## config.mk

```make
export PLATFORM = sky130hd
export DESIGN_NAME = seven_seg_capture
export DESIGN_NICKNAME = d
export VERILOG_FILES = /design/src/rtl/seven_seg_pkg.sv /design/src/rtl/seven_seg_capture_decode.sv /design/src/rtl/seven_seg_capture.sv
export SDC_FILE = /design/constraint.sdc
export NUM_CORES = 1
export LEC_CHECK = 0
export CELL_PAD_IN_SITES_DETAIL_PLACEMENT = 1
export CELL_PAD_IN_SITES_GLOBAL_PLACEMENT = 1
export CORE_ASPECT_RATIO = 0.7
export CORE_MARGIN = 4
export CORE_UTILIZATION = 25
export CTS_BUF_LIST = sky130_fd_sc_hd__clkbuf_8
export CTS_CLUSTER_DIAMETER = 100
export DETAILED_ROUTE_END_ITERATION = 10
export GPL_ROUTABILITY_DRIVEN = 0
export MAX_ROUTING_LAYER = met4
export PLACE_DENSITY_LB_ADDON = 0.05
export SYNTH_ARGS = -nofsm -noshare
export SYNTH_HDL_FRONTEND = slang
export SYNTH_HIERARCHICAL = 1
export SYNTH_SLANG_ARGS = --single-unit
```

## constraint.sdc

```tcl
create_clock -name clk -period 5.5 [get_ports clk]
set_input_delay 1.1 -clock clk [delete_from_list [all_inputs] [get_ports clk]]
set_output_delay 1.1 -clock clk [all_outputs]
set_load 0.02 [all_outputs]
```

## src/rtl/seven_seg_pkg.sv

```systemverilog
// Shared constants and types for the 7-segment display capture block.
package seven_seg_pkg;

    // Active-low segment patterns, bit order {g,f,e,d,c,b,a}.
    localparam logic [6:0] SEG_0     = 7'b1000000;
    localparam logic [6:0] SEG_1     = 7'b1111001;
    localparam logic [6:0] SEG_2     = 7'b0100100;
    localparam logic [6:0] SEG_3     = 7'b0110000;
    localparam logic [6:0] SEG_4     = 7'b0011001;
    localparam logic [6:0] SEG_5     = 7'b0010010;
    localparam logic [6:0] SEG_6     = 7'b0000010;
    localparam logic [6:0] SEG_7     = 7'b1111000;
    localparam logic [6:0] SEG_8     = 7'b0000000;
    localparam logic [6:0] SEG_9     = 7'b0010000;
    localparam logic [6:0] SEG_BLANK = 7'b1111111;

    localparam logic [3:0] BLANK_NIBBLE = 4'hF;

    // Per-scan capture FSM states.
    typedef enum logic [1:0] {
        WAIT   = 2'd0,
        SETTLE = 2'd1,
        HELD   = 2'd2
    } cap_state_t;

endpackage

```

## src/rtl/seven_seg_capture_decode.sv

```systemverilog
// Combinational decode of an active-low segment pattern back to BCD.
module seg_pattern_decode
    import seven_seg_pkg::*;
(
    input  logic [6:0] pattern,
    output logic [3:0] nibble,
    output logic       is_blank,
    output logic       is_legal
);

    // Map each legal pattern to its nibble; anything else is flagged illegal.
    always_comb begin
        nibble   = 4'h0;
        is_blank = 1'b0;
        is_legal = 1'b1;
        case (pattern)
            SEG_0:     nibble = 4'd0;
            SEG_1:     nibble = 4'd1;
            SEG_2:     nibble = 4'd2;
            SEG_3:     nibble = 4'd3;
            SEG_4:     nibble = 4'd4;
            SEG_5:     nibble = 4'd5;
            SEG_6:     nibble = 4'd6;
            SEG_7:     nibble = 4'd7;
            SEG_8:     nibble = 4'd8;
            SEG_9:     nibble = 4'd9;
            SEG_BLANK: begin
                nibble   = BLANK_NIBBLE;
                is_blank = 1'b1;
            end
            default:   is_legal = 1'b0;
        endcase
    end

endmodule

```

## src/rtl/seven_seg_capture.sv

```systemverilog
// Samples a multiplexed active-low 7-segment display, waits for each digit
// to settle, decodes it and publishes complete 4-digit frames.
//
// Output strobes: frame_valid is a one-cycle pulse with no back-pressure;
// digits/blank_mask change only on the edge that raises frame_valid and hold
// until the next frame. code_err is an independent one-cycle pulse.
module seven_seg_capture
    import seven_seg_pkg::*;
#(
    parameter int STABLE_CYCLES = 16,
    parameter int FRAME_TIMEOUT = 2_000_000
) (
    input  logic        clk,
    input  logic        rst,
    input  logic [6:0]  seg,
    input  logic [3:0]  an,
    output logic [15:0] digits,
    output logic [3:0]  blank_mask,
    output logic        frame_valid,
    output logic        code_err,
    output logic        stale
);

    localparam int CNT_W = $clog2(STABLE_CYCLES) + 1;
    // Acceptance fires on the edge where the counter would reach STABLE_CYCLES-1.
    localparam logic [CNT_W-1:0] CNT_LAST = CNT_W'(STABLE_CYCLES - 2);
    localparam int TO_W = $clog2(FRAME_TIMEOUT + 1);
    localparam logic [TO_W-1:0] TO_MAX = TO_W'(FRAME_TIMEOUT);

    logic [6:0]       seg_m, seg_s, seg_p;
    logic [3:0]       an_m, an_s, an_p;
    logic             changed, an_onehot;
    cap_state_t       state, state_nx;
    logic [CNT_W-1:0] cnt, cnt_nx;
    logic             accept;
    logic [3:0]       dec_nibble;
    logic             dec_blank, dec_legal;
    logic [15:0]      shd_d, shd_d_nx;
    logic [3:0]       shd_b, shd_b_nx;
    logic [3:0]       seen, seen_nx;
    logic             frame_done, bad_code;
    logic [TO_W-1:0]  to_cnt;

    // Two-flop synchronizer plus a copy of the previous synchronized value.
    always_ff @(posedge clk or posedge rst) begin
        if (rst) begin
            seg_m <= '0; seg_s <= '0; seg_p <= '0;
            an_m  <= '0; an_s  <= '0; an_p  <= '0;
        end else begin
            seg_m <= seg;   seg_s <= seg_m; seg_p <= seg_s;
            an_m  <= an;    an_s  <= an_m;  an_p  <= an_s;
        end
    end

    assign changed = ({an_s, seg_s} != {an_p, seg_p});

    // Exactly one anode driven low selects a single digit slot.
    always_comb begin
        case (an_s)
            4'b1110, 4'b1101, 4'b1011, 4'b0111: an_onehot = 1'b1;
            default:                            an_onehot = 1'b0;
        endcase
    end

    seg_pattern_decode u_decode (
        .pattern  (seg_s),
        .nibble   (dec_nibble),
        .is_blank (dec_blank),
        .is_legal (dec_legal)
    );

    // FSM state and stability counter registers.
    always_ff @(posedge clk or posedge rst) begin
        if (rst) begin
            state <= WAIT;
            cnt   <= '0;
        end else begin
            state <= state_nx;
            cnt   <= cnt_nx;
        end
    end

    // Next-state: settle on a one-hot digit, accept once, then hold until it changes.
    always_comb begin
        state_nx = state;
        cnt_nx   = cnt;
        accept   = 1'b0;
        case (state)
            WAIT: begin
                cnt_nx = '0;
                if (an_onehot) state_nx = SETTLE;
            end
            SETTLE: begin
                if (!an_onehot) begin
                    state_nx = WAIT;
                    cnt_nx   = '0;
                end else if (changed) begin
                    cnt_nx = '0;
                end else if (cnt == CNT_LAST) begin
                    accept   = 1'b1;
                    state_nx = HELD;
                    cnt_nx   = cnt + 1'b1;
                end else begin
                    cnt_nx = cnt + 1'b1;
                end
            end
            HELD: begin
                if (changed) begin
                    cnt_nx   = '0;
                    state_nx = an_onehot ? SETTLE : WAIT;
                end
            end
            default: begin
                state_nx = WAIT;
                cnt_nx   = '0;
            end
        endcase
    end

    // Shadow write, seen-mask tracking and frame completion for an accepted digit.
    always_comb begin
        shd_d_nx   = shd_d;
        shd_b_nx   = shd_b;
        seen_nx    = seen;
        frame_done = 1'b0;
        bad_code   = 1'b0;
        if (accept) begin
            if (dec_legal) begin
                for (int i = 0; i < 4; i++) begin
                    if (!an_s[i]) begin
                        shd_d_nx[i*4 +: 4] = dec_nibble;
                        shd_b_nx[i]        = dec_blank;
                    end
                end
                seen_nx = seen | ~an_s;
                if (seen_nx == 4'b1111) begin
                    frame_done = 1'b1;
                    seen_nx    = 4'b0000;
                end
            end else begin
                bad_code = 1'b1;
                seen_nx  = 4'b0000;
            end
        end
    end

    // Shadow, seen-mask, published frame and strobes.
    always_ff @(posedge clk or posedge rst) begin
        if (rst) begin
            shd_d       <= '0;
            shd_b       <= '0;
            seen        <= '0;
            digits      <= '0;
            blank_mask  <= '0;
            frame_valid <= 1'b0;
            code_err    <= 1'b0;
        end else begin
            shd_d       <= shd_d_nx;
            shd_b       <= shd_b_nx;
            seen        <= seen_nx;
            frame_valid <= frame_done;
            code_err    <= bad_code;
            if (frame_done) begin
                digits     <= shd_d_nx;
                blank_mask <= shd_b_nx;
            end
        end
    end

    // Saturating count of cycles since the last frame; a new frame wins over saturation.
    always_ff @(posedge clk or posedge rst) begin
        if (rst) begin
            to_cnt <= '0;
        end else if (frame_done) begin
            to_cnt <= '0;
        end else if (to_cnt != TO_MAX) begin
            to_cnt <= to_cnt + 1'b1;
        end
    end

    assign stale = (to_cnt == TO_MAX);

endmodule

```

**Word-level counts from Yosys, hierarchy flattened**

Index checks and enable logic that the tools add are counted.

- Output and inout port bits: 23
- Logic and storage cells: 91
- Input bits: 13
- Flip-flop bits (word level): 107

- Multiplexer cells: 40
- $add $sub $neg: 2
- Reduce and logical (&&, ||, !) cells: 6
- Bitwise logic cells: 2
- Equal/unequal tests: 25

Operators with widths:

| kind | number |
|---|---|
| 21-bit two-way mux | 2 |
| 4-bit one-hot mux with 10 select lines | 1 |
| 16-bit two-way mux | 2 |
| 4-bit two-way mux | 8 |
| 7-bit == test (second input constant) | 4 |
| 21-bit by 1-bit adder with 21-bit output (second input constant) | 1 |
| 21-bit == test (second input constant) | 1 |
| 7-bit by 5-bit == test with 1-bit output (second input constant) | 3 |
| 21-bit != test (second input constant) | 1 |
| 1-bit two-way mux | 17 |
| 4-bit == test (second input constant) | 4 |
| 5-bit two-way mux | 3 |
| 7-bit by 6-bit == test with 1-bit output (second input constant) | 2 |
| 11-bit != test | 1 |
| 11-bit OR reduction | 1 |
| 2-bit two-way mux | 5 |
| 5-bit one-hot mux with 2 select lines | 1 |
| 7-bit by 2-bit == test with 1-bit output (second input constant) | 1 |
| 7-bit logical NOT | 1 |
| 3-bit != test (second input constant) | 2 |
| 2-bit one-hot mux with 3 select lines | 1 |
| 5-bit by 1-bit adder with 5-bit output (second input constant) | 1 |
| 5-bit by 4-bit == test with 1-bit output (second input constant) | 1 |
| 4-bit by 3-bit == test with 1-bit output (second input constant) | 1 |
| other kinds (9) | 10 |

**Longest topological paths before layout**

Gate-level depths: netlist of the first run.

- Word-level depth: 7
- Depth in mapped cells: 9
- Mapped depth without buffers: 6

**Cells and area by module**

Netlist of the first run, hierarchy kept.

Modules (own cells, without submodules):

| module | cells an instance | sequential area each (um^2) | times used | area each (um^2) |
|---|---|---|---|---|
| seven_seg_capture | 348 | 2677.6 | 1 | 4539.4 |
| seg_pattern_decode | 29 | 0.0 | 1 | 180.2 |

**Worst setup path before layout of the first run**

No wires, ideal clock.

- Kind: reg2out
- Start point: register to_cnt[13]
- End point: output stale
- Arrival time: 1.526 ns
- Cell stages (with the launch flop): 4
- Slack: 2.874 ns
- Required time: 4.400 ns
- Path buffers: 0
- Path through: dfrtp_1 nor4b_1 nand4_1 nor3_1

- Word-level cells in the longest chain between the ends: 1

Ends and longest elaborated chain:

| item | RTL line | RTL |
|---|---|---|
| start, declared | seven_seg_capture.sv:42 | `logic [TO_W-1:0] to_cnt;` |
| start signal, assigned | seven_seg_capture.sv:177 | `to_cnt <= to_cnt + 1'b1;` |
| 21-bit == test | seven_seg_capture.sv:181 | `assign stale = (to_cnt == TO_MAX);` |
| end, declared | seven_seg_capture.sv:21 | `output logic stale` |

No other way between the ends.

**Worst setup path in the final report of the first run**

- Start point: register to_cnt[6]
- End point: output stale

Same word-level chain as after synthesis.

==> results_dict.tcl, run 1 <==
set metrics [dict create \
    status "finished clean" \
    dp_hpwl_um 7245 \
    drt_wl_total_um 10780 \
    fin_crit_sh_pct 66.36 \
    first_pass_iters 4 \
    rsz0062_at_grt "false" \
    synth_area_per_cell_sq_um 12.52 \
    fill_cells 2016 \
    pin_count 36 \
    grt_pass1_wl_um 18280 \
    cts_buffers 9 \
    synthCells 377 \
    worstSetupPathType "reg2out" \
    crit_arrival_ps 2550 \
    final_util_pct 30.38 \
    max_clock_freq_mhz 274.0 \
    reg2reg_to "digits[2]" \
    place_area_sq_mm 0.005319 \
    port_buffers 35 \
    end_kind "output port" \
    via_per_inst 4.582 \
    clockBufferDepth 2 \
    synth_area_sq_mm 0.004720 \
    core-area_sq_mm 0.01826 \
    layout-drive-gt1-share_pct 21.24 \
    power_per_cell_area_mw_per_mm2 257.3 \
    wl_per_cell_um 16.45 \
    start_kind "register" \
    cts_setup_buffers 0 \
    synth_edf_count 0 \
    slew_headroom_pct 38.28 \
    ys_seq_area_share_pct 56.73 \
    ir_drop_mv 0.1178 \
    start_util_pct 25.84 \
    crit_buf_inv 1 \
    worstPathCellList "nor4b_1, nand4_1, nor3_1, clkdlybuf4s50_1" \
    antenna_left 0 \
    fin_cells 655 \
    fin_tns_setup_ps 0 \
    area_growth_pct 17.55 \
    cp_max_fo 6 \
    ys_ff_latch 107 \
    holdWs_ps 359.1 \
    timing.rr.start "an_s[2]" \
    layout.nets 431 \
    vias 3001 \
    grt_usage_pct 11.52 \
    clk_latency_ps 400 \
    reg2reg_depth 6 \
    cp_slowest_cell "clkdlybuf4s50_1" \
    grt_pass1_vias 3254 \
    min_to "seg_s[4]" \
    synthArstFlopShare_pct 100.0 \
    antenna_cells 0 \
    critPathMaxStageDelay_ps 710 \
    cp.required_ps 4400 \
    synth_fp_nets 394 \
    drc 0 \
    antenna_found_initial 0 \
    dieArea_sq_mm 0.02118 \
    ctsHoldBuffers 0 \
    slew_violations 0 \
    hold_path.class "reg2reg" \
    cpLargestDelayFamily "simple AND/OR/NAND/NOR gates" \
    synth_ff_type "dfrtp_1" \
    reg2reg_setup_slack_ps 2330 \
    grt_max_degree 75 \
    die_h_um 123.0 \
    fin_area_sq_mm 0.005548 \
    min-delay-start "seg_m[4]" \
    htree_num_levels 3 \
    yosysWarnings 6 \
    setup_viol 0 \
    maxCapViolations 0 \
    synth.distinct_cells 45 \
    clock_skew_ps 20.11 \
    overflow 0 \
    min_path_cells 0 \
    p_leak_uw 0.002440 \
    num_rows 41 \
    period_needed_ps 3650 \
    fp.dieW_um 172.2 \
    cts_tree "done" \
    dp_cells 639 \
    path_clk_slew_ps 110 \
    cts_root_buf "clkbuf_8" \
    drt-initial-drc-count 134 \
    cts.sinks 107 \
    tightestPinTransition_ps 925.9 \
    cts_resized 0 \
    hold_viol 0 \
]
[logic make-up after synthesis]
kind of cell,after synthesis,synth area share (%)
flip-flops,107,56.73
AO/OA/AOI/OAI,24,3.420
XOR/XNOR,32,5.939
adder cells (fa/ha/maj),4,1.060
AND/OR/NAND/NOR,129,16.01
buffers and inverters,20,2.306
multiplexers,61,14.53
[worst max-delay path by stage]
stage / from / endpoint / cells after the start / slack (ps)
after global routing: to_cnt[13] / stale / 4 / 1690
final: to_cnt[6] / stale / 4 / 1850
after detailed placement: to_cnt[13] / stale / 4 / 2240
after CTS: to_cnt[13] / stale / 4 / 1760
after floorplan: rst / an_m[0] / 1 / 1580
after global placement: to_cnt[13] / stale / 4 / 2240
[metrics by stage]
| step | setup WS, ps | total power, uW |
|---|---|---|
| 6_report | 1850 | 1427 |
| 4_1_cts | 1758 | 1466 |
| 3_3_place_gp | 2243 | 900.7 |
| 5_1_grt | 1687 | 1502 |
| 2_1_floorplan | 1583 | 870.3 |
| 3_5_place_dp | 2237 | 900.5 |
[synth_stat cells (2+ instances only)]
cell	count	area, sq um
nand2_1	13	48.80
and3_1	3	18.77
inv_1	8	30.03
mux2_2	59	664.4
nor3_1	13	65.06
nor4_4	4	85.08
xor2_1	24	210.2
buf_4	3	22.52
nor4_1	5	31.28
nor2_1	41	153.9
nand3_1	14	70.07
nand2b_1	5	31.28
buf_2	6	30.03
nand4_1	12	75.07
nand4b_1	2	17.52
buf_6	2	22.52
o21ai_0	4	20.02
nor4b_1	2	17.52
ha_1	4	50.05
and4_1	3	26.28
xnor2_1	8	70.07
and4b_1	3	30.03
a21oi_1	8	40.04
a311oi_1	4	35.03
dfrtp_1	107	2678
[per-layer routing]
| layer | wire length (um) | global-route usage [%] | vias up |
|---|---|---|---|
| met5 | 0 | - | - |
| met4 | 132 | 3.240 | 0 |
| met3 | 275 | 2.972 | 12 |
| met2 | 4513 | 15.68 | 27 |
| met1 | 5856 | 16.85 | 1548 |
| li1 | - | - | 1414 |
[power by group]
| group | switching, uW | internal, uW | leakage (uW) |
|---|---|---|---|
| logic | 38.7 | 23.7 | 0.000924 |
| clock network | 318 | 227 | 0.000113 |
| registers | 20.2 | 799 | 0.00140 |
[registers in the layout (all words and copies together), names as in the netlist]
name,flops
blank_mask,4
to_cnt,21
code_err,1
digits,16
seg_m,7
shd_b,4
shd_d,16
state,2
seg_p,7
an_m,4
seen,4
an_p,4
an_s,4
cnt,5
seg_s,7
frame_valid,1
[layout by cell type (no fill, tap or decap), drive strengths merged, types with 11 or more instances in the layout]
cell           netlist  layout
clkdlybuf4s50        0      35
dfrtp              107     107
inv                  8      11
mux2                60      60
nand2               13      13
nand3               14      14
nand4               12      12
nor2                41      41
nor3                13      13
xor2                24      24
[area by class of cell]
| class | instances | area [sq um] | area share [%] |
|---|---|---|---|
| Timing Repair Buffer | 38 | 372.9 | 6.721 |
| Clock inverter | 7 | 105.1 | 1.894 |
| Inverter | 8 | 32.53 | 0.5864 |
| Clock buffer | 9 | 123.9 | 2.233 |
| Multi-Input combinational cell | 250 | 1941 | 34.98 |
| Tap cell | 236 | 295.3 | 5.323 |
| Sequential cell | 107 | 2678 | 48.26 |
Power figures use the tool's default switching activity.
==> inputs of run 2 (changes only) <==
clock period = 3.4 ns   (was 5.5 ns; I/O delays follow)
==> run 2 against run 1 <==
  * Register-to-register slack worse by 1900 ps
  * First-iteration DRC count grew 0.75%
  * Worst setup slack lost 1400 ps
  * Die area unchanged
  * Combinational power grew 88%
  * Highest routed layer unchanged
  * Critical endpoint unchanged
  * Count of clock-buffer cells in the layout did not move
  * Utilization grew 0.32 points
==> results_dict.tcl, run 2 (synthesis results as in run 1) <==
set metrics [dict create \
    grt_pass1_vias 3279 \
    cts_buffers 9 \
    area_growth_pct 18.77 \
    largest_register_ffs 21 \
    slew_violations 0 \
    cts.sinks 107 \
    max_clock_freq_mhz 334.1 \
    largest_registers "to_cnt (21), digits (16), shd_d (16)" \
    grt_usage_pct 11.68 \
    cts_resized 0 \
    drt-initial-drc-count 135 \
    tightestPinTransition_ps 748.3 \
    layout-drive-gt1-share_pct 22.12 \
    cts_tree "done" \
    pin_count 36 \
    worstSetupPathType "reg2out" \
    dieArea_sq_mm 0.02118 \
    drc 0 \
    ir_drop_mv 0.2062 \
    fin_crit_sh_pct 88.03 \
    place_area_sq_mm 0.005395 \
    antenna_cells 0 \
    via_per_inst 4.522 \
    power_per_cell_area_mw_per_mm2 405.1 \
    setup_viol 0 \
    core-area_sq_mm 0.01826 \
    grt_max_degree 60 \
    clock_skew_ps 23.88 \
    num_rows 41 \
    vias 2989 \
    ctsHoldBuffers 0 \
    port_buffers 35 \
    period_needed_ps 2993 \
    fin_cells 661 \
    maxCapViolations 0 \
    layout.nets 437 \
    layout_common_cells "dfrtp_1, mux2_2, nor2_1" \
    cts_root_buf "clkbuf_8" \
    wl_per_cell_um 16.65 \
    antenna_found_initial 0 \
    fp.dieW_um 172.2 \
    rsz0062_at_grt "false" \
    clockBufferDepth 2 \
    first_pass_iters 4 \
    end_kind "output port" \
    hold_viol 0 \
    dp_hpwl_um 7590 \
    slew_headroom_pct 49.65 \
    layout_commonest_cell "dfrtp_1" \
    die_h_um 123.0 \
    start_util_pct 25.84 \
    drt_wl_total_um 11010 \
    start_kind "register" \
    htree_num_levels 3 \
    holdWs_ps 361.0 \
    status "finished clean" \
    path_clk_slew_ps 120 \
    hold_path.class "reg2reg" \
    overflow 0 \
    fin_area_sq_mm 0.005605 \
    dp_cells 645 \
    cp.required_ps 2720 \
    largest_register "to_cnt" \
    antenna_left 0 \
    cts_setup_buffers 0 \
    crit_arrival_ps 2310 \
    grt_pass1_wl_um 18470 \
    clk_latency_ps 400 \
    cp_max_fo 4 \
    p_leak_uw 0.002464 \
    fin_tns_setup_ps 0 \
]
## run 2: layout make-up
type                    instances  area, sq um
inverters                       8        33.78
well taps                     236        295.3
multi-input cells             250         1933
flip-flops and latches        107         2678
clock buffers                   9        123.9
repair buffers                 44        455.4
fillers                      2002        12660
clock inverters                 7        86.33
## run 2: final timing paths
path	startpoint	end	slack [ps]	depth (start not counted)
min in group asynchronous	rst	shd_d[6]	730	3
min reg2reg	seg_m[6]	seg_s[6]	360	0
max	to_cnt[13]	stale	410	5
min	seg_m[6]	seg_s[6]	360	0
max reg2reg	seg_s[2]	digits[11]	450	6
max in group asynchronous	rst	state[1]	2340	3
## run 2: metrics by stage
stage	worst slack, ps	total power (uW)	util, %
after floorplan	1047	1408	-
after global routing	173.7	2399	30.69
after detailed placement	426.2	1466	29.54
final	407.1	2271	30.69
after global placement	502.4	1464	29.54
after CTS	330.8	2340	30.69
## run 2: where the power goes
group | total, uW | switching, uW | leakage [uW] | internal [uW]
clock network | 835 | 533 | 0.000105 | 302
registers | 1320 | 25.8 | 0.00140 | 1290
logic | 117 | 71.8 | 0.000955 | 44.8
## run 2: critical path, stage by stage, from the launching register on
cell and delay [ps]:
dfrtp_1 430, nor4b_1 360, nand4_1 150, nor3_1 200, buf_4 160, clkdlybuf4s50_1 600
## run 2: metal layers
metal / vias up / GRT usage, % / part of all wire, %
met5: - / - / 0
met4: 0 / 3.093 / 1.1
met3: 9 / 3.100 / 3.2
met2: 43 / 15.59 / 41
met1: 1513 / 17.37 / 54
li1: 1424 / - / -
